===== src/rtl/lc256_mmu_gen.sv =====
// LC256 glue/MMU decoder: address decode, RAM banking, ROM enables, I/O slot strobes,
// slow-slot wait-state insertion and DMA bus handoff, all clocked on PHI2.
module lc256_mmu_gen #(
    parameter int               BANK_BITS = 2,
    parameter int               NSLOTS    = 4,
    parameter int               WAIT_CYC  = 2,
    parameter logic [NSLOTS-1:0] SLOW_MASK = 4'b0100,
    parameter logic [5:0]       IO_BASE   = 6'b110111
) (
    input  logic                 PHI2,
    input  logic                 RESET,
    input  logic [15:0]          A,
    input  logic                 R_W,
    input  logic                 SYNC,
    input  logic                 _DMA,
    input  logic [7:0]           D,
    output logic [7:0]           DOUT,
    output logic                 DOE,
    output logic                 RDY,
    output logic                 BA,
    output logic [BANK_BITS-1:0] BANK,
    output logic                 _RAM0,
    output logic                 _RAM1,
    output logic                 _ROM,
    output logic                 _IO,
    output logic [NSLOTS-1:0]    _CS_RD,
    output logic [NSLOTS-1:0]    _CS_WR
);

    typedef enum logic [1:0] {
        ST_RUN   = 2'd0,
        ST_STALL = 2'd1,
        ST_DONE  = 2'd2,
        ST_DMA   = 2'd3
    } st_t;

    localparam logic [3:0] NSLOTS4  = 4'(NSLOTS);
    localparam logic [7:0] SLOW8    = 8'(SLOW_MASK);
    localparam logic       HAS_WAIT = (WAIT_CYC != 0) ? 1'b1 : 1'b0;
    localparam logic       ONE_WAIT = (WAIT_CYC == 1) ? 1'b1 : 1'b0;
    // STALL counts down to zero, so it holds WAIT_CYC-2 on entry (RUN and STALL-at-0 make up the rest)
    localparam logic [3:0] CNT_INIT = (WAIT_CYC >= 2) ? 4'(WAIT_CYC - 2) : 4'd0;

    st_t                  st_r;
    logic [3:0]           cnt_r;
    logic [BANK_BITS-1:0] bank_r;
    logic [1:0]           cfg_r;
    logic                 rdy_r;
    logic                 ba_r;

    logic                 io_s;
    logic [2:0]           slot_s;
    logic                 slot_ok_s;
    logic                 mmu_s;
    logic                 rom_s;
    logic                 slow_s;
    logic                 dma_take_s;
    logic [BANK_BITS-1:0] bank_sel_s;
    logic                 unused_s;

    assign io_s       = (A[15:10] == IO_BASE);
    assign slot_s     = A[9:7];
    assign slot_ok_s  = ({1'b0, slot_s} < NSLOTS4);
    assign mmu_s      = io_s && (slot_s == 3'd7);
    assign rom_s      = A[15] && R_W && !io_s &&
                        ((!A[14] && cfg_r[0]) || (A[14] && cfg_r[1]));
    assign slow_s     = io_s && slot_ok_s && SLOW8[slot_s] && HAS_WAIT;
    assign dma_take_s = !_DMA && SYNC;
    assign bank_sel_s = (A[15:14] == 2'b01) ? bank_r : {BANK_BITS{1'b0}};
    assign unused_s   = ^{A[6:1], D};

    // Output decode: reset forces everything idle, DMA keeps only RAM selects and banking
    always_comb begin
        RDY    = rdy_r;
        BA     = ba_r;
        BANK   = {BANK_BITS{1'b0}};
        DOE    = 1'b0;
        DOUT   = 8'h00;
        _RAM0  = 1'b1;
        _RAM1  = 1'b1;
        _ROM   = 1'b1;
        _IO    = 1'b1;
        _CS_RD = {NSLOTS{1'b1}};
        _CS_WR = {NSLOTS{1'b1}};
        if (RESET) begin
            RDY = 1'b1;
            BA  = 1'b0;
        end else if (st_r == ST_DMA) begin
            _RAM0 = A[15];
            _RAM1 = !A[15];
            BANK  = bank_sel_s;
        end else begin
            _IO   = !io_s;
            _ROM  = !rom_s;
            _RAM0 = A[15];
            _RAM1 = !(A[15] && !io_s && !rom_s);
            BANK  = bank_sel_s;
            for (int s = 0; s < NSLOTS; s++) begin
                _CS_RD[s] = !(io_s && (slot_s == 3'(s)) && R_W);
                _CS_WR[s] = !(io_s && (slot_s == 3'(s)) && !R_W);
            end
            if (mmu_s && R_W) begin
                DOE  = 1'b1;
                DOUT = A[0] ? {6'b000000, cfg_r} : 8'(bank_r);
            end else begin
                DOE  = 1'b0;
                DOUT = 8'h00;
            end
            // the only RDY change not tied to a state edge: first cycle of a slow access
            if ((st_r == ST_RUN) && slow_s && !dma_take_s) begin
                RDY = 1'b0;
            end else begin
                RDY = rdy_r;
            end
        end
    end

    // MMU registers and the wait-state / DMA handoff FSM
    always_ff @(posedge PHI2) begin
        if (RESET) begin
            st_r   <= ST_RUN;
            cnt_r  <= 4'd0;
            bank_r <= {BANK_BITS{1'b0}};
            cfg_r  <= 2'b11;
            rdy_r  <= 1'b1;
            ba_r   <= 1'b0;
        end else begin
            if (((st_r == ST_RUN) || (st_r == ST_DONE)) && mmu_s && !R_W) begin
                if (A[0]) begin
                    cfg_r <= D[1:0];
                end else begin
                    bank_r <= D[BANK_BITS-1:0];
                end
            end
            case (st_r)
                ST_RUN: begin
                    if (dma_take_s) begin
                        st_r  <= ST_DMA;
                        rdy_r <= 1'b0;
                        ba_r  <= 1'b1;
                    end else if (slow_s) begin
                        cnt_r <= CNT_INIT;
                        if (ONE_WAIT) begin
                            st_r  <= ST_DONE;
                            rdy_r <= 1'b1;
                        end else begin
                            st_r  <= ST_STALL;
                            rdy_r <= 1'b0;
                        end
                    end
                end
                ST_STALL: begin
                    if (cnt_r == 4'd0) begin
                        st_r  <= ST_DONE;
                        rdy_r <= 1'b1;
                    end else begin
                        cnt_r <= cnt_r - 4'd1;
                    end
                end
                ST_DONE: begin
                    st_r  <= ST_RUN;
                    rdy_r <= 1'b1;
                end
                ST_DMA: begin
                    if (_DMA) begin
                        st_r  <= ST_RUN;
                        rdy_r <= 1'b1;
                        ba_r  <= 1'b0;
                    end
                end
                default: begin
                    st_r  <= ST_RUN;
                    rdy_r <= 1'b1;
                    ba_r  <= 1'b0;
                end
            endcase
        end
    end

endmodule


===== config.mk =====
export PLATFORM = sky130hd
export DESIGN_NAME = lc256_mmu_gen
export DESIGN_NICKNAME = d
export VERILOG_FILES = /design/src/rtl/lc256_mmu_gen.sv
export SDC_FILE = /design/constraint.sdc
export NUM_CORES = 1
export LEC_CHECK = 0
export ABC_AREA = 1
export CAP_MARGIN = 20
export CORE_UTILIZATION = 35
export CTS_CLUSTER_SIZE = 10
export DETAILED_ROUTE_END_ITERATION = 16
export PLACE_DENSITY = 0.76
export SYNTH_ARGS = -nofsm -noshare
export SYNTH_HDL_FRONTEND = slang
export SYNTH_SLANG_ARGS = --single-unit

===== constraint.sdc =====
create_clock -name PHI2 -period 1.2 [get_ports PHI2]
set_input_delay 0.24 -clock PHI2 [delete_from_list [all_inputs] [get_ports PHI2]]
set_output_delay 0.24 -clock PHI2 [all_outputs]
set_load 0.01 [all_outputs]

==> metrics <==
Netlist Area Pre-Place roughly 1000 sq um; fin cells 282; initial antenna violation count 0; Final Cycle Share 1.40; Int Pwr between 1 and 1.5 mW; top cells by area, synth dfxtp_1 (24%), nand2_1 (14%), nand3_1 (10%); Detailed Place HPWL about 2200 microns; maximum clock frequency around 600 MHz; leakage roughly 0.95 nW; RSZ-0062 raised after global routing yes; Mapped Cells about 170; Ports 54; vias in the first global route around 1100; clock period minus worst slack 1.67 ns; overall routed net length approximately 3300 microns; Seq pwr share 0.261; post-synthesis cell type count 24; clk slew on worst S/H paths about 0.08 ns; sw frac 0.392; clk buf depth 2; clock sinks 12; hold crit path type input port to register; clock network power share 0.171; setup ws final -0.475 ns; startpoint class of the critical path register; failing checks negative setup slack; Reg2Reg Setup Slack -0.18 ns; worst hold slack about 0.29 ns; Ys Warns 0; Multi-input gate area about 800 sq um; Hold Buf Count CTS 0; area leader, netlist dfxtp_1; Wirelength per Cell between 10 and 15 microns; Comb power frac 0.568; Initial Util 0.367; top-area cell type share of the netlist area 0.240; drc violations 0; pwr dens slightly above 1000 nW/um^2; outcome finished, violations left; Post-Place Setup Slack -0.968 ns; maximum VDD drop 1020 uV; antenna-violating nets left 0; CP startpoint st_r[1]; Critical Path Sink Type output pin; placed cell areas 1620 sq um; clock latency on the worst-skew pair between 0.2 and 0.3 ns; Clock Skews approximately 0.0080 ns; # setup viols final 22; Port Buffer Count 35; multiplexer share of the synthesized area 0; Iteration-0 DRC Markers 41; final hold viol count 0; Synth Area in XOR/XNOR 0.00874; Critical Path Fanout Max 3; crit path to DOUT[0]; CP Data Arrival Time approximately 1.4 ns; Synth Area in Compound Gates 0.0524; simple-gate share of the synthesized area 0.513; register area 249 sq um; Syn Area/Cell approximately 6 sq um; vias about 1300; NetSw about 0.77 mW; row count 19; Slew Limit Fails 0; RR Endpoint cnt_r[1]; dpl cells 261; Filler cells 229; cts bufs inserted 3; layout net count approximately 280; first-pass GRT wire length roughly 4900 microns; Final Cell Area approximately 1900 sq um; worst reg2reg startpoint st_r[1]; largest family of logic cells by synthesized area simple AND/OR/NAND/NOR gates; overall die area 3080 sq um; Die H roughly 56 microns; H-tree depth 1; DR pass1 iterations 4; WP data required 0.96 ns; core area around 2700 sq um; Crit Path Category register to output pin; GR Util All Layers 0.203; largest net degree at the start of global routing 13; RD Place Congestion approximately 0.83; layout cells sized above 1 0.550; global route overflow 0; DR vias/cell approximately 4.7; Reg2Reg Depth 10; CTS root buffer clkbuf_4; CTS tree yes; synthesized flop and latch total 12; synthesis-to-finish area growth 88.9%; Design Power 1.95 mW; Synth Area in Adders 0.0250; Die Wd 55.5 microns; Seq/Total Area, Yosys 0.240; MaxCap Viol Count 0; n_diodes 0
==> cells by family (layout without fill, tap and decap cells) <==
logic type,count (synthesis),in the layout
flip-flops,12,12
AO/OA/AOI/OAI,10,10
other,1,6
AND/OR/NAND/NOR,103,103
buffers and inverters,36,117
XOR/XNOR,1,1
adder cells (fa/ha/maj),2,2
==> worst max-delay path, cell delays in order (launching register included) <==
cell and delay (ns):
dfxtp_4 0.36, nand2_4 0.07, nand2_4 0.06, nor2_4 0.09, nand4_1 0.13, buf_4 0.18
nor2_2 0.10, buf_2 0.14
==> layer usage <==
layer | vias to the layer above | track usage | wire [microns]
li1 | 670 | - | -
met1 | 605 | 0.243 | 1340
met2 | 43 | 0.353 | 1700
met3 | 9 | 0.0422 | 169
met4 | 0 | 0.0786 | 85
met5 | - | 0 | 0
==> how the worst min path moves through the flow <==
stage,from,to,cells after the start
2_1_floorplan,RESET,ba_r,1
3_3_place_gp,rdy_r,rdy_r,2
3_5_place_dp,rdy_r,rdy_r,2
4_1_cts,RESET,cnt_r[2],3
5_1_grt,RESET,cnt_r[2],3
6_report,RESET,ba_r,3
==> state kept, by name, summed over array words and instances (netlist names) <==
name,cells
ba_r,1
bank_r,2
cfg_r,2
cnt_r,4
rdy_r,1
st_r,2
==> placed cells by master, fill, tap and decap left out, types with 7 or more instances in the layout <==
master / n
buf_6: 16
nand2_1: 28
nor2_1: 18
buf_4: 38
inv_2: 10
dfxtp_1: 7
inv_1: 17
nand3_1: 16
nor2_4: 11
buf_2: 18
nand2_2: 8
==> through the flow <==
stage / util / TNS, ns
final: 0.692 / -6.06
after global routing: 0.692 / -7.46
after global placement: 0.594 / -20.72
after CTS: 0.638 / -6.11
after floorplan: - / -0.0604
after detailed placement: 0.594 / -21.33
==> repair_timing <==
| item | 4_1_cts | 5_1_grt |
|---|---|---|
| gates resized for setup | 126 | 42 |
| pin swaps | 22 | 15 |
| endpoints found under the setup margin | 30 | 30 |
| setup buffers | 11 | 7 |
==> Yosys cell counts (all sizes together) <==
cell type,number
inv,28
ha,2
nor3,2
buf,6
o211ai,1
nor2,33
clkbuf,2
nand2,43
a21oi,4
xnor2,1
nand3,21
o21ai,5
dfxtp,12
conb,1
nand4,4
==> layout make-up <==
class | instances | share of cell area
Clock buffer | 4 | 0.0192
Tap cell | 31 | 0.0205
Multi-Input combinational cell | 122 | 0.412
Inverter | 28 | 0.0582
Timing Repair Buffer | 85 | 0.359
Sequential cell | 12 | 0.132
==> power by group through the flow <==
stage	logic [mW]	registers, mW	clock network (mW)
after floorplan	0.511	0.510	0
after global placement	0.865	0.500	0
after detailed placement	0.886	0.505	0
after CTS	0.974	0.505	0.335
after global routing	1.21	0.519	0.354
final	1.11	0.511	0.334
Power figures use the tool's default switching activity.
